**config.mk**
```make
export PLATFORM = sky130hd
export DESIGN_NAME = cache_bus_arbiter_flat
export DESIGN_NICKNAME = d
export VERILOG_FILES = /design/src/rtl/cache_bus_arbiter_pkg.sv /design/src/rtl/cache_bus_arbiter_if.sv /design/src/rtl/cache_bus_arbiter_arb_select.sv /design/src/rtl/cache_bus_arbiter.sv /design/src/flat_wrapper.sv
export SDC_FILE = /design/constraint.sdc
export NUM_CORES = 1
export LEC_CHECK = 0
export ABC_AREA = 0
export ABC_CLOCK_PERIOD_IN_PS = 1800
export CELL_PAD_IN_SITES_DETAIL_PLACEMENT = 0
export CELL_PAD_IN_SITES_GLOBAL_PLACEMENT = 1
export CORE_UTILIZATION = 14
export CTS_BUF_LIST = sky130_fd_sc_hd__clkbuf_8
export CTS_CLUSTER_DIAMETER = 30
export DETAILED_ROUTE_END_ITERATION = 10
export PLACE_DENSITY = 0.86
export RECOVER_POWER = 25
export SETUP_SLACK_MARGIN = 0.3
export SYNTH_ARGS = -nofsm -noshare
export SYNTH_HDL_FRONTEND = slang
export SYNTH_HIERARCHICAL = 1
export SYNTH_SLANG_ARGS = --single-unit
export TNS_END_PERCENT = 100
```
**constraint.sdc**
```tcl
create_clock -name clk -period 1.8 [get_ports clk]
set_input_delay 0.45 -clock clk [delete_from_list [all_inputs] [get_ports clk]]
set_output_delay 0.45 -clock clk [all_outputs]
set_load 0.03 [all_outputs]
```
**src/rtl/cache_bus_arbiter_pkg.sv**
```systemverilog
// Shared types for the I/D-cache to AXI-bridge arbiter.
// Holds the FSM state encoding, the owner encoding and the transfer size codes.
// Also holds a width helper for the starvation counter.
package cache_bus_arbiter_pkg;

  // Arbiter FSM: one outstanding transaction at a time.
  typedef enum logic [1:0] {
    ST_IDLE = 2'd0,
    ST_ADDR = 2'd1,
    ST_DATA = 2'd2
  } state_t;

  // Which cache currently owns the memory bus.
  typedef enum logic {
    OWN_INST = 1'b0,
    OWN_DATA = 1'b1
  } owner_t;

  // Transfer size codes shared by both caches and the bridge.
  typedef enum logic [1:0] {
    SIZE_BYTE = 2'b00,
    SIZE_HALF = 2'b01,
    SIZE_WORD = 2'b10
  } size_t;

  // Counter width able to hold 0..limit; never narrower than one bit.
  function automatic int cnt_width(input int limit);
    return (limit < 2) ? 1 : $clog2(limit + 1);
  endfunction

endpackage

```
**src/rtl/cache_bus_arbiter_if.sv**
```systemverilog
// Bundle of the two cache request ports and the bridge port.
// The master modport is the arbiter's view; slave is the caches/bridge side.
// Requesters hold their fields stable until their addr_ok.
interface cache_bus_arbiter_if;
  import cache_bus_arbiter_pkg::*;

  // I-cache port
  logic        inst_req;
  logic        inst_wr;
  size_t       inst_size;
  logic [31:0] inst_addr;
  logic [31:0] inst_wdata;
  logic [31:0] inst_rdata;
  logic        inst_addr_ok;
  logic        inst_data_ok;

  // D-cache port
  logic        data_req;
  logic        data_wr;
  size_t       data_size;
  logic [31:0] data_addr;
  logic [31:0] data_wdata;
  logic [31:0] data_rdata;
  logic        data_addr_ok;
  logic        data_data_ok;

  // AXI bridge port
  logic        mem_req;
  logic        mem_wr;
  size_t       mem_size;
  logic [31:0] mem_addr;
  logic [31:0] mem_wdata;
  logic [31:0] mem_rdata;
  logic        mem_addr_ok;
  logic        mem_data_ok;

  modport master (
    input  inst_req, inst_wr, inst_size, inst_addr, inst_wdata,
    output inst_rdata, inst_addr_ok, inst_data_ok,
    input  data_req, data_wr, data_size, data_addr, data_wdata,
    output data_rdata, data_addr_ok, data_data_ok,
    output mem_req, mem_wr, mem_size, mem_addr, mem_wdata,
    input  mem_rdata, mem_addr_ok, mem_data_ok
  );

  modport slave (
    output inst_req, inst_wr, inst_size, inst_addr, inst_wdata,
    input  inst_rdata, inst_addr_ok, inst_data_ok,
    output data_req, data_wr, data_size, data_addr, data_wdata,
    input  data_rdata, data_addr_ok, data_data_ok,
    input  mem_req, mem_wr, mem_size, mem_addr, mem_wdata,
    output mem_rdata, mem_addr_ok, mem_data_ok
  );

endinterface

```
**src/rtl/cache_bus_arbiter_arb_select.sv**
```systemverilog
// Winner selection between I-cache and D-cache with starvation protection.
// Combinational winner; starve counter updates only on an IDLE arbitration.
// After STARVE_LIMIT consecutive losses the non-priority side is forced through.
module cache_bus_arbiter_arb_select
  import cache_bus_arbiter_pkg::*;
#(
  parameter int STARVE_LIMIT = 4,
  parameter bit DATA_FIRST   = 1'b1
) (
  input  logic   clk,
  input  logic   rst,
  input  logic   inst_req,
  input  logic   data_req,
  input  logic   arb_en,
  output owner_t winner
);

  localparam int     CNT_W = cnt_width(STARVE_LIMIT);
  localparam owner_t PRIO  = DATA_FIRST ? OWN_DATA : OWN_INST;
  localparam owner_t OTHER = DATA_FIRST ? OWN_INST : OWN_DATA;

  logic [CNT_W-1:0] starve_cnt;
  logic             both_req;
  logic             at_limit;

  assign both_req = inst_req && data_req;
  assign at_limit = (starve_cnt == CNT_W'(STARVE_LIMIT));

  // Pick the winner: lone requester wins; on contention priority side wins unless starved out.
  always_comb begin
    winner = OWN_INST;
    if (both_req) begin
      winner = at_limit ? OTHER : PRIO;
    end else if (data_req) begin
      winner = OWN_DATA;
    end
  end

  // Count consecutive contended losses of the non-priority side; any other arbitration clears it.
  always_ff @(posedge clk) begin
    if (rst) begin
      starve_cnt <= '0;
    end else if (arb_en) begin
      if (both_req && !at_limit) begin
        starve_cnt <= starve_cnt + CNT_W'(1);
      end else begin
        starve_cnt <= '0;
      end
    end
  end

endmodule

```
**src/rtl/cache_bus_arbiter.sv**
```systemverilog
// Arbitrates I-cache and D-cache requests onto a single AXI-bridge port.
// Latency: arbitrate in IDLE, request in ADDR the next cycle; addr_ok/data_ok pass straight through.
// Backpressure: mem_req stays high with fields held until the bridge returns mem_addr_ok.
module cache_bus_arbiter
  import cache_bus_arbiter_pkg::*;
#(
  parameter int STARVE_LIMIT = 4,
  parameter bit DATA_FIRST   = 1'b1
) (
  input  logic                  clk,
  input  logic                  rst,
  cache_bus_arbiter_if.master   bus
);

  state_t state;
  owner_t owner;
  owner_t winner;
  logic   mem_req_q;
  logic   arb_en;
  logic   addr_hit;
  logic   data_hit;

  // Arbitration happens only from IDLE with at least one request pending.
  assign arb_en = (state == ST_IDLE) && (bus.inst_req || bus.data_req);

  cache_bus_arbiter_arb_select #(
    .STARVE_LIMIT (STARVE_LIMIT),
    .DATA_FIRST   (DATA_FIRST)
  ) arb_select (
    .clk      (clk),
    .rst      (rst),
    .inst_req (bus.inst_req),
    .data_req (bus.data_req),
    .arb_en   (arb_en),
    .winner   (winner)
  );

  // Transaction FSM with registered owner and mem_req.
  always_ff @(posedge clk) begin
    if (rst) begin
      state     <= ST_IDLE;
      owner     <= OWN_INST;
      mem_req_q <= 1'b0;
    end else begin
      case (state)
        ST_IDLE: begin
          if (arb_en) begin
            owner     <= winner;
            state     <= ST_ADDR;
            mem_req_q <= 1'b1;
          end
        end
        ST_ADDR: begin
          if (bus.mem_addr_ok) begin
            mem_req_q <= 1'b0;
            // Bridge may finish the whole transfer in the accept cycle.
            state     <= bus.mem_data_ok ? ST_IDLE : ST_DATA;
          end
        end
        ST_DATA: begin
          if (bus.mem_data_ok) begin
            state <= ST_IDLE;
          end
        end
        default: begin
          state     <= ST_IDLE;
          mem_req_q <= 1'b0;
        end
      endcase
    end
  end

  // Handshakes only count while a transaction is live; data_ok without a prior
  // address acceptance is dropped, and reset abandons whatever is in flight.
  assign addr_hit = !rst && (state == ST_ADDR) && bus.mem_addr_ok;
  assign data_hit = !rst && bus.mem_data_ok && ((state == ST_DATA) || addr_hit);

  // Bridge request fields follow the current owner.
  assign bus.mem_req   = mem_req_q;
  assign bus.mem_wr    = (owner == OWN_DATA) ? bus.data_wr    : bus.inst_wr;
  assign bus.mem_size  = (owner == OWN_DATA) ? bus.data_size  : bus.inst_size;
  assign bus.mem_addr  = (owner == OWN_DATA) ? bus.data_addr  : bus.inst_addr;
  assign bus.mem_wdata = (owner == OWN_DATA) ? bus.data_wdata : bus.inst_wdata;

  // Acknowledge only the owner; the other side always sees zeros.
  assign bus.inst_addr_ok = addr_hit && (owner == OWN_INST);
  assign bus.data_addr_ok = addr_hit && (owner == OWN_DATA);
  assign bus.inst_data_ok = data_hit && (owner == OWN_INST);
  assign bus.data_data_ok = data_hit && (owner == OWN_DATA);

  // Read data is broadcast; consumers qualify it with their data_ok.
  assign bus.inst_rdata = bus.mem_rdata;
  assign bus.data_rdata = bus.mem_rdata;

endmodule
```
**src/flat_wrapper.sv**
```systemverilog
// flat-port wrapper written by rule: the top's interface ports become plain ports
module cache_bus_arbiter_flat import cache_bus_arbiter_pkg::*;
#(
  parameter int STARVE_LIMIT = 4,
  parameter bit DATA_FIRST   = 1'b1
)
  (clk, rst, bus_inst_req, bus_inst_wr, bus_inst_size, bus_inst_addr, bus_inst_wdata, bus_inst_rdata, bus_inst_addr_ok, bus_inst_data_ok, bus_data_req, bus_data_wr, bus_data_size, bus_data_addr, bus_data_wdata, bus_data_rdata, bus_data_addr_ok, bus_data_data_ok, bus_mem_req, bus_mem_wr, bus_mem_size, bus_mem_addr, bus_mem_wdata, bus_mem_rdata, bus_mem_addr_ok, bus_mem_data_ok);
  cache_bus_arbiter_if bus_i ();
  input  logic clk;
  input  logic rst;
  input wire logic [$bits(bus_i.inst_req)-1:0] bus_inst_req;
  input wire logic [$bits(bus_i.inst_wr)-1:0] bus_inst_wr;
  input wire logic [$bits(bus_i.inst_size)-1:0] bus_inst_size;
  input wire logic [$bits(bus_i.inst_addr)-1:0] bus_inst_addr;
  input wire logic [$bits(bus_i.inst_wdata)-1:0] bus_inst_wdata;
  output wire logic [$bits(bus_i.inst_rdata)-1:0] bus_inst_rdata;
  output wire logic [$bits(bus_i.inst_addr_ok)-1:0] bus_inst_addr_ok;
  output wire logic [$bits(bus_i.inst_data_ok)-1:0] bus_inst_data_ok;
  input wire logic [$bits(bus_i.data_req)-1:0] bus_data_req;
  input wire logic [$bits(bus_i.data_wr)-1:0] bus_data_wr;
  input wire logic [$bits(bus_i.data_size)-1:0] bus_data_size;
  input wire logic [$bits(bus_i.data_addr)-1:0] bus_data_addr;
  input wire logic [$bits(bus_i.data_wdata)-1:0] bus_data_wdata;
  output wire logic [$bits(bus_i.data_rdata)-1:0] bus_data_rdata;
  output wire logic [$bits(bus_i.data_addr_ok)-1:0] bus_data_addr_ok;
  output wire logic [$bits(bus_i.data_data_ok)-1:0] bus_data_data_ok;
  output wire logic [$bits(bus_i.mem_req)-1:0] bus_mem_req;
  output wire logic [$bits(bus_i.mem_wr)-1:0] bus_mem_wr;
  output wire logic [$bits(bus_i.mem_size)-1:0] bus_mem_size;
  output wire logic [$bits(bus_i.mem_addr)-1:0] bus_mem_addr;
  output wire logic [$bits(bus_i.mem_wdata)-1:0] bus_mem_wdata;
  input wire logic [$bits(bus_i.mem_rdata)-1:0] bus_mem_rdata;
  input wire logic [$bits(bus_i.mem_addr_ok)-1:0] bus_mem_addr_ok;
  input wire logic [$bits(bus_i.mem_data_ok)-1:0] bus_mem_data_ok;
  assign bus_i.inst_req = bus_inst_req;
  assign bus_i.inst_wr = bus_inst_wr;
  assign bus_i.inst_size = bus_inst_size;
  assign bus_i.inst_addr = bus_inst_addr;
  assign bus_i.inst_wdata = bus_inst_wdata;
  assign bus_inst_rdata = bus_i.inst_rdata;
  assign bus_inst_addr_ok = bus_i.inst_addr_ok;
  assign bus_inst_data_ok = bus_i.inst_data_ok;
  assign bus_i.data_req = bus_data_req;
  assign bus_i.data_wr = bus_data_wr;
  assign bus_i.data_size = bus_data_size;
  assign bus_i.data_addr = bus_data_addr;
  assign bus_i.data_wdata = bus_data_wdata;
  assign bus_data_rdata = bus_i.data_rdata;
  assign bus_data_addr_ok = bus_i.data_addr_ok;
  assign bus_data_data_ok = bus_i.data_data_ok;
  assign bus_mem_req = bus_i.mem_req;
  assign bus_mem_wr = bus_i.mem_wr;
  assign bus_mem_size = bus_i.mem_size;
  assign bus_mem_addr = bus_i.mem_addr;
  assign bus_mem_wdata = bus_i.mem_wdata;
  assign bus_i.mem_rdata = bus_mem_rdata;
  assign bus_i.mem_addr_ok = bus_mem_addr_ok;
  assign bus_i.mem_data_ok = bus_mem_data_ok;
  cache_bus_arbiter #(.STARVE_LIMIT(STARVE_LIMIT), .DATA_FIRST(DATA_FIRST)) u_core (.clk(clk), .rst(rst), .bus(bus_i));
endmodule
```
; Yosys cells after proc, flatten, opt, wreduce, memory -nomap -nowiden
; Index checks and enable logic that the tools add are counted.
; Widths: inputs -> output; s select.
[word_totals]
regBits = 7
inputBits = 172
output_inout_bits = 136
[classes]
n_addsub = 1
eq_ne = 6
n_mux = 16
n_bitwise = 2
reduce_logical = 19
[op_table]
columns = op, n
row1 = $mux 32, 2
row2 = $logic_and 1x1->1, 11
row3 = $mux 2, 5
row4 = $mux 1, 6
row5 = $pmux 2 s3, 1
row6 = $reduce_and 3->1, 2
row7 = $ne 2x2->1 const B, 2
row8 = $add 3x1->3 const B, 1
row9 = $eq 3x3->1 const B, 1
row10 = $mux 3, 1
row11 = $pmux 1 s3, 1
row12 = $eq 2x1->1 const B, 1
row13 = $eq 2x2->1 const B, 1
row14 = $logic_not 1->1, 2
row15 = $logic_not 2->1, 1
row16 = $logic_or 1x1->1, 2
row17 = $ne 2x1->1 const B, 1
row18 = $not 1->1, 2
row19 = $reduce_and 2->1, 1

; Logic depth before layout (Yosys ltp)
; Gate-level depths: netlist of the first run.
[depth]
ltp_word = 6
depth_mapped = 6

; Modules after synthesis
; The synthesis of the first run kept the hierarchy.
[modules_own_cells]
columns = module, instances, cells_each, area_each_um2, seq_area_each_um2
row1 = cache_bus_arbiter, 1, 164, 1778.0, 80.1
row2 = cache_bus_arbiter_arb_select, 1, 19, 182.7, 60.1

; Worst setup path after synthesis of the first run
; Ideal clock, no wire load.
[synth_path]
path_type = input port to output port
start = input port rst
end = output port bus_inst_data_ok
arrival_time_ps = 1279
required_ps = 1350
slack_ps = 71
path_stages = 3
cell_sequence = nand4bb_1 > o31a_1 > nor3b_2
[synth_via]
elab_chain_len = 6
word_cells_on_any_way = 7
cone_classes = reduce/logical: 7
[synth_lines]
columns = element, line_no
row1 = "start, declared", flat_wrapper.sv:10  ; input logic rst;
row2 = $logic_not 1->1 (*), "cache_bus_arbiter.sv:75, cache_bus_arbiter.sv:76"
row3 = $logic_and 1x1->1 (2 in a row), cache_bus_arbiter.sv:75  ; assign addr_hit = !rst && (state == ST_ADDR) && bus.mem_addr_ok;
row4 = $logic_or 1x1->1, cache_bus_arbiter.sv:76  ; assign data_hit = !rst && bus.mem_data_ok && ((state == ST_DATA) || addr_hit);
row5 = $logic_and 1x1->1 (*), cache_bus_arbiter.sv:76
row6 = $logic_and 1x1->1 (*), cache_bus_arbiter.sv:88  ; assign bus.inst_data_ok = data_hit && (owner == OWN_INST);
row7 = "end, declared", flat_wrapper.sv:18  ; output wire logic [$bits(bus_i.inst_data_ok)-1:0] bus_inst_data_ok;
; Every way passes the cells marked *; elsewhere a longest branch is shown, timed or not.

; Worst setup path after layout of the first run
[layout_path]
start = register u_core.owner
end = output port bus_mem_wdata[25]
[layout_via]
elab_chain_len = 1
[layout_lines]
columns = element, line_no
row1 = "start, declared", cache_bus_arbiter.sv:16  ; owner_t owner;
row2 = "start signal, assigned", cache_bus_arbiter.sv:48  ; owner <= winner;
row3 = $mux 32, cache_bus_arbiter.sv:83  ; assign bus.mem_wdata = (owner == OWN_DATA) ? bus.data_wdata : bus.inst_wdata;
row4 = "end, declared", flat_wrapper.sv:31  ; output wire logic [$bits(bus_i.mem_wdata)-1:0] bus_mem_wdata;
; Every way passes these cells.

==> flow_summary.ini, run 1 <==
[run_status]
status = finished, violations left
violations = negative setup slack

[power_and_ir_drop]
switchingPower_mw = 0.693
irDropWorstVdd_uv = 177
swShare_pct = 37.0
total_power_mw = 1.88
p_seq_share_pct = 9.5
p_int_mw = 1.18
power_density_nw_per_um2 = 443
p_leak_nw = 1.83
pwr-share-clk_pct = 11.5
p_comb_share_pct = 79.0

[job]
maxCapViolCount = 0

[timing]
setup_tns_ps = -2060
min_period_ps = 1880
setup_slack_ps = -75.9
max-slew-margin-rel_pct = 79.3
grt_setup_unrepaired = true
setup_viol = 47
fmax_mhz = 533
fin_skew_ps = 0.392
whs_ps = 445
slew_viol_final = 0
worst_pin_slew_ps = 311
min_period_over_period_pct = 104
finalHoldViolations = 0

[floorplanning]
dieArea_um2 = 14500
core_um2 = 13500
fp-row-count = 42
initial_core_util_pct = 14.6
io_pins = 308
die_w_um = 120
die_height_um = 120

[yosys]
synth_seq_cells = 7
ys_seq_area_share_pct = 7.15
ys_warn_count = 6
synthDistinctLibCells = 25
avgSynthCellArea_um2 = 10.7
synth_top_area_share_pct = 50.5
syn_inst = 183
syn_nets = 357
yosys-top-cells-area = mux2_4 (51%), buf_4 (25%), dfxtp_1 (7.1%), buf_6 (4.0%), ha_1 (1.3%)
yosys.area.top_type = mux2_4
syn-cell-area_um2 = 1960

[finish]
final_cells = 533
fillerInstances = 1349
n_antenna_cell = 0
multiInputGateArea_um2 = 1270
drive_above_1_share_pct = 52.7
areaGrowthSynthToFinish_pct = 116
seqCellArea_um2 = 151
final_nets = 532

[global_route]
grt-ovfl-total = 0
grt_pass1_wl_mm = 10.9
track_usage_pct = 9.54
grt_pass1_vias = 2011
antenna_found_initial = 0
grt_max_degree = 13

[cts]
cts_buffers = 3
clk_pin_slew_ps = 40
cts.sinks = 7
cts_tree = yes
cts_max_level = 1
ctsLongestPathBuffers = 2
cts-hold-fix-buffers = 0
clockRootBuffer = clkbuf_8
clkLatencyLatePin_ps = 230

[critical_path]
cp-start-kind = flip-flop
path_cells = buf_12 -> buf_16 -> buf_8 -> mux2_4 -> buf_6
cp-end-kind = output port
cp.arrival_ps = 1430
required_ps = 1350
critPathKind = flip-flop to output port
cpMaxStageDelayCell = dfxtp_4
slowest_delay_ps = 350
cp_max_fo = 5

[route]
firstDrtPassIters = 3
final_antenna_net_count = 0
vias = 1939
vias_per_cell = 3.64
wirelength_mm = 7.78
drc = 0
wl_per_cell_um = 14.6
dr.first_iter.drc_count = 40

[place]
finalWeightedCongestion = 0.682
place_inst = 516
hpwl_mm = 6.25
portBuffers = 211

[worst_hold_path]
worst_hold_path_type = flip-flop to flip-flop
## layer usage
metal / up-vias / wire length (um) / GRT usage, %
met5: - / 0 / 0
met4: 0 / 19 / 1.93
met3: 2 / 1010 / 4.29
met2: 128 / 3920 / 17.1
met1: 897 / 2830 / 10.3
li1: 912 / - / -
## synthesized netlist by cell type, drive strengths merged
library cell	number
nand2	4
o21ai	1
nor3	4
o31a	1
mux2i	2
dfxtp	7
or3	1
a21oi	1
nor2	5
buf	72
xnor2	1
nand4bb	1
nand2b	2
inv	7
a31oi	2
nor3b	1
xor2	1
mux2	67
a2111oi	1
ha	2
## power groups by stage
stage	Clock, mW	Combinational, mW	Sequential, mW
6_report	0.216	1.48	0.178
2_1_floorplan	0	0.971	0.181
5_1_grt	0.234	1.54	0.179
3_3_place_gp	0	1.33	0.188
4_1_cts	0.225	1.47	0.180
3_5_place_dp	0	1.34	0.189
## per-stage QoR
| stage | area (um2) | setup WS [ps] | utilization, % |
|---|---|---|---|
| finish | 4230 | -75.9 | 31.4 |
| global route | 4230 | -96.3 | 31.4 |
| global placement | 3870 | -434 | 28.8 |
| floorplan | 1970 | 174 | - |
| detailed placement | 3870 | -438 | 28.8 |
| CTS | 4170 | -99.0 | 31.0 |
## cell usage in the layout, fill, tap and decap left out, types with 2 or more instances in the layout
| master | Yosys | layout |
|---|---|---|
| nand2_1 | 4 | 3 |
| ha_1 | 2 | 2 |
| dfxtp_4 | 0 | 3 |
| buf_12 | 0 | 6 |
| clkbuf_8 | 0 | 3 |
| inv_1 | 6 | 6 |
| mux2_4 | 66 | 66 |
| nor2_1 | 5 | 2 |
| dlygate4sd2_1 | 0 | 5 |
| dfxtp_1 | 7 | 4 |
| buf_16 | 0 | 2 |
| buf_6 | 7 | 58 |
| nand2b_1 | 2 | 2 |
| buf_4 | 65 | 15 |
| nor2_4 | 0 | 3 |
| clkdlybuf4s50_1 | 0 | 133 |
| buf_8 | 0 | 5 |
| mux2i_1 | 2 | 2 |
| nor3_1 | 3 | 3 |
| buf_2 | 0 | 17 |
## cell families after synthesis
| kind of cell | share of synthesized area [%] |
|---|---|
| AOI/OAI and AO/OA | 2.87 |
| xor gates and xnor gates | 0.894 |
| adders and majority gates | 1.28 |
| buffers and inverters | 30.2 |
| DFF | 7.15 |
| muxes | 52.1 |
| and+or+nand+nor | 5.42 |
## what timing repair did
item | in CTS | in global routing
setup endpoints to repair | 76 | 71
cloned | 2 | 0
pin swaps | 3 | 2
resized for setup | 375 | 12
setup buffers | 8 | 3
## worst max-delay path: cells and delay by family (launching register included)
family,cells,cell delay [ps]
buf+inv,4,530
flops,1,350
mux,1,320
## cell type report
| type | count | area share [%] |
|---|---|---|
| clock inverters | 1 | 0.0888 |
| repair buffers | 242 | 59.3 |
| multi-input cells | 97 | 30.1 |
| clock buffers | 3 | 0.976 |
| well taps | 176 | 5.21 |
| inverters | 7 | 0.680 |
| flip-flops and latches | 7 | 3.58 |
## final timing paths
| check | startpoint | to | slack, ps | cells after the start |
|---|---|---|---|---|
| worst min register to register | u_core/state[1]$_SDFFE_PP0P_ | u_core/state[0]$_SDFFE_PP0P_ | 440 | 1 |
| worst max-delay path | u_core/owner$_SDFFE_PP0P_ | bus_mem_wdata[25] | -80 | 5 |
| worst min-delay path | u_core/state[1]$_SDFFE_PP0P_ | u_core/state[0]$_SDFFE_PP0P_ | 440 | 1 |
| worst max register to register | u_core/state[0]$_SDFFE_PP0P_ | u_core/arb_select/starve_cnt[1]$_SDFFE_PP0P_ | 400 | 6 |
## registers in the layout (all words and copies together), names as in the netlist
name                          cells
u_core/state                      2
u_core/arb_select/starve_cnt      3
u_core/bus.mem_req                1
u_core/owner                      1
Note: power is estimated with default switching activity, not from simulation.
==> run 2, diff against run 1 <==
--- a/config.mk
+++ b/config.mk
@@ -11,7 +11,6 @@
 export CELL_PAD_IN_SITES_GLOBAL_PLACEMENT = 1
 export CORE_UTILIZATION = 14
 export CTS_BUF_LIST = sky130_fd_sc_hd__clkbuf_8
-export CTS_CLUSTER_DIAMETER = 30
 export DETAILED_ROUTE_END_ITERATION = 10
 export PLACE_DENSITY = 0.86
 export RECOVER_POWER = 25
==> results of run 2 <==
Same layout as run 1: the final DEF is identical, and so are final timing and power.
==> run 3, diff against run 2 <==
--- a/config.mk
+++ b/config.mk
@@ -12,6 +12,7 @@
 export CORE_UTILIZATION = 14
 export CTS_BUF_LIST = sky130_fd_sc_hd__clkbuf_8
 export DETAILED_ROUTE_END_ITERATION = 10
+export GPL_TIMING_DRIVEN = 0
 export PLACE_DENSITY = 0.86
 export RECOVER_POWER = 25
 export SETUP_SLACK_MARGIN = 0.3
==> run 3 against run 2 <==
Effect of this change:
- the flow still finishes with violations (negative setup slack)
- non-clock buffer count up 117
- sequential power barely moved
- first-iteration DRC count down 55%
- final area rose by 26%
- critical endpoint is now bus_mem_addr[17]
- highest routed layer unchanged
==> flow_summary.ini, run 3 (same netlist as run 1, synthesis figures left out) <==
[run_status]
status = finished, violations left
violations = negative setup slack

[critical_path]
ff2ff_path_depth = 5
cpMaxStageDelayCell = dfxtp_4
r2r_start = u_core/state[0]$_SDFFE_PP0P_
r2r-end = u_core/arb_select/starve_cnt[1]$_SDFFE_PP0P_
cp-start-kind = flip-flop
path_cells = buf_6 -> buf_16 -> buf_16 -> mux2_4 -> buf_6
critPathKind = flip-flop to output port
path_delay_family = buffers and inverters
r2r_slack_ps = 400
cp-end-kind = output port
cp.arrival_ps = 1410
cp_max_fo = 6
slowest_delay_ps = 350
critPathBufInv = 4
required_ps = 1350

[cts]
cts_max_level = 1
ctsLongestPathBuffers = 2
cts_tree = yes
clockRootBuffer = clkbuf_8
cts.sinks = 7
clkLatencyLatePin_ps = 230
cts_buffers = 3
clk_pin_slew_ps = 40
cts-hold-fix-buffers = 0

[global_route]
grt_pass1_wl_mm = 12.8
grt_max_degree = 11
grt_pass1_vias = 2400
antenna_found_initial = 0
track_usage_pct = 11.2
grt-ovfl-total = 0

[place]
place_inst = 634
portBuffers = 275
hpwl_mm = 7.75
finalWeightedCongestion = 0.713

[worst_hold_path]
worst_hold_path_type = flip-flop to flip-flop
hold_path_startpoint = u_core/bus.mem_req$_SDFFE_PP0P_
min_to = u_core/bus.mem_req$_SDFFE_PP0P_
hold_depth = 2

[route]
drc = 0
wirelength_mm = 9.42
dr.first_iter.drc_count = 18
vias = 2379
firstDrtPassIters = 4
wl_per_cell_um = 14.5
vias_per_cell = 3.66
final_antenna_net_count = 0

[floorplanning]
die_w_um = 120
dieArea_um2 = 14500
die_height_um = 120
initial_core_util_pct = 14.6
core_um2 = 13500
io_pins = 308
fp-row-count = 42

[timing]
min_period_over_period_pct = 103
setup_viol = 58
worst_pin_slew_ps = 316
finalHoldViolations = 0
grt_setup_unrepaired = true
setup_slack_ps = -58.1
slew_viol_final = 0
setup_tns_ps = -1860
fin_skew_ps = 1.68
min_period_ps = 1860
max-slew-margin-rel_pct = 78.4
fmax_mhz = 538

[finish]
layout_commonest_cell = clkdlybuf4s50_1
fillerInstances = 1341
final_cells = 650
reg.largest.list = u_core/arb_select/starve_cnt (3), u_core/state (2)
n_antenna_cell = 0
final_nets = 649
drive_above_1_share_pct = 50.4
largest-register = u_core/arb_select/starve_cnt
areaGrowthSynthToFinish_pct = 172
largest_register_ffs = 3
seqCellArea_um2 = 145
final_cell_mix = clkdlybuf4s50_1 (134), buf_6 (73), mux2_4 (67), dlygate4sd2_1 (66), buf_4 (53)
multiInputGateArea_um2 = 1260

[power_and_ir_drop]
irDropWorstVdd_uv = 198
p_leak_nw = 2.47
power_density_nw_per_um2 = 426

[job]
maxCapViolCount = 0
run 3: through the flow:
stage / utilization (%) / worst slack, ps / instance area [um2] / power (mW) / hold slack [ps]
after floorplan: - / 174 / 1970 / 1.15 / 453
after global placement: 36.7 / -1150 / 4940 / 1.91 / 447
after detailed placement: 36.7 / -1150 / 4940 / 1.92 / 447
after CTS: 39.0 / -70.6 / 5240 / 2.26 / 449
after global routing: 39.6 / -91.8 / 5330 / 2.36 / 480
final: 39.6 / -58.1 / 5330 / 2.27 / 448
run 3: routing by layer:
layer | vias up | global-route usage, % | share of wire [%]
met1 | 1095 | 12.3 | 36
met5 | - | 0 | 0
met2 | 130 | 22.1 | 55
met3 | 6 | 2.22 | 7.9
li1 | 1148 | - | -
met4 | 0 | 2.39 | 0.92
run 3: power by group:
group | switching [mW] | internal [mW] | leakage, nW
Clock | 0.0691 | 0.148 | 0.0269
Sequential | 0.0115 | 0.168 | 0.0584
Combinational | 0.816 | 1.06 | 2.39
Total | 0.897 | 1.38 | 2.47
run 3: layout make-up:
cell class,count,area share [%]
clock buffers,3,0.774
multi-input cells,97,23.7
flip-flops and latches,7,2.72
repair buffers,287,56.1
plain buffers,72,12.0
well taps,176,4.13
clock inverters,1,0.0704
inverters,7,0.493
run 3: what timing repair did:
item | 4_1_cts | 5_1_grt
gates resized for setup | 611 | 4
setup buffers | 3 | 2
pin swaps | 3 | 3
setup endpoints to repair | 141 | 74
gates cloned | 4 | 3
run 3: worst max-delay path by stage:
| stage | start | to | cells after the start |
|---|---|---|---|
| finish | u_core/owner$_SDFFE_PP0P_ | bus_mem_addr[17] | 5 |
| global route | u_core/owner$_SDFFE_PP0P_ | bus_mem_addr[15] | 5 |
| floorplan | rst | bus_inst_data_ok | 3 |
| detailed placement | rst | bus_inst_data_ok | 5 |
| CTS | u_core/owner$_SDFFE_PP0P_ | bus_mem_addr[18] | 5 |
| global placement | rst | bus_inst_data_ok | 5 |
run 3: worst min-delay path, delay by kind of cell (launching register included):
family | cells | cell delay, ps
compound gates | 1 | 50
flops | 1 | 300
simple gates | 1 | 50
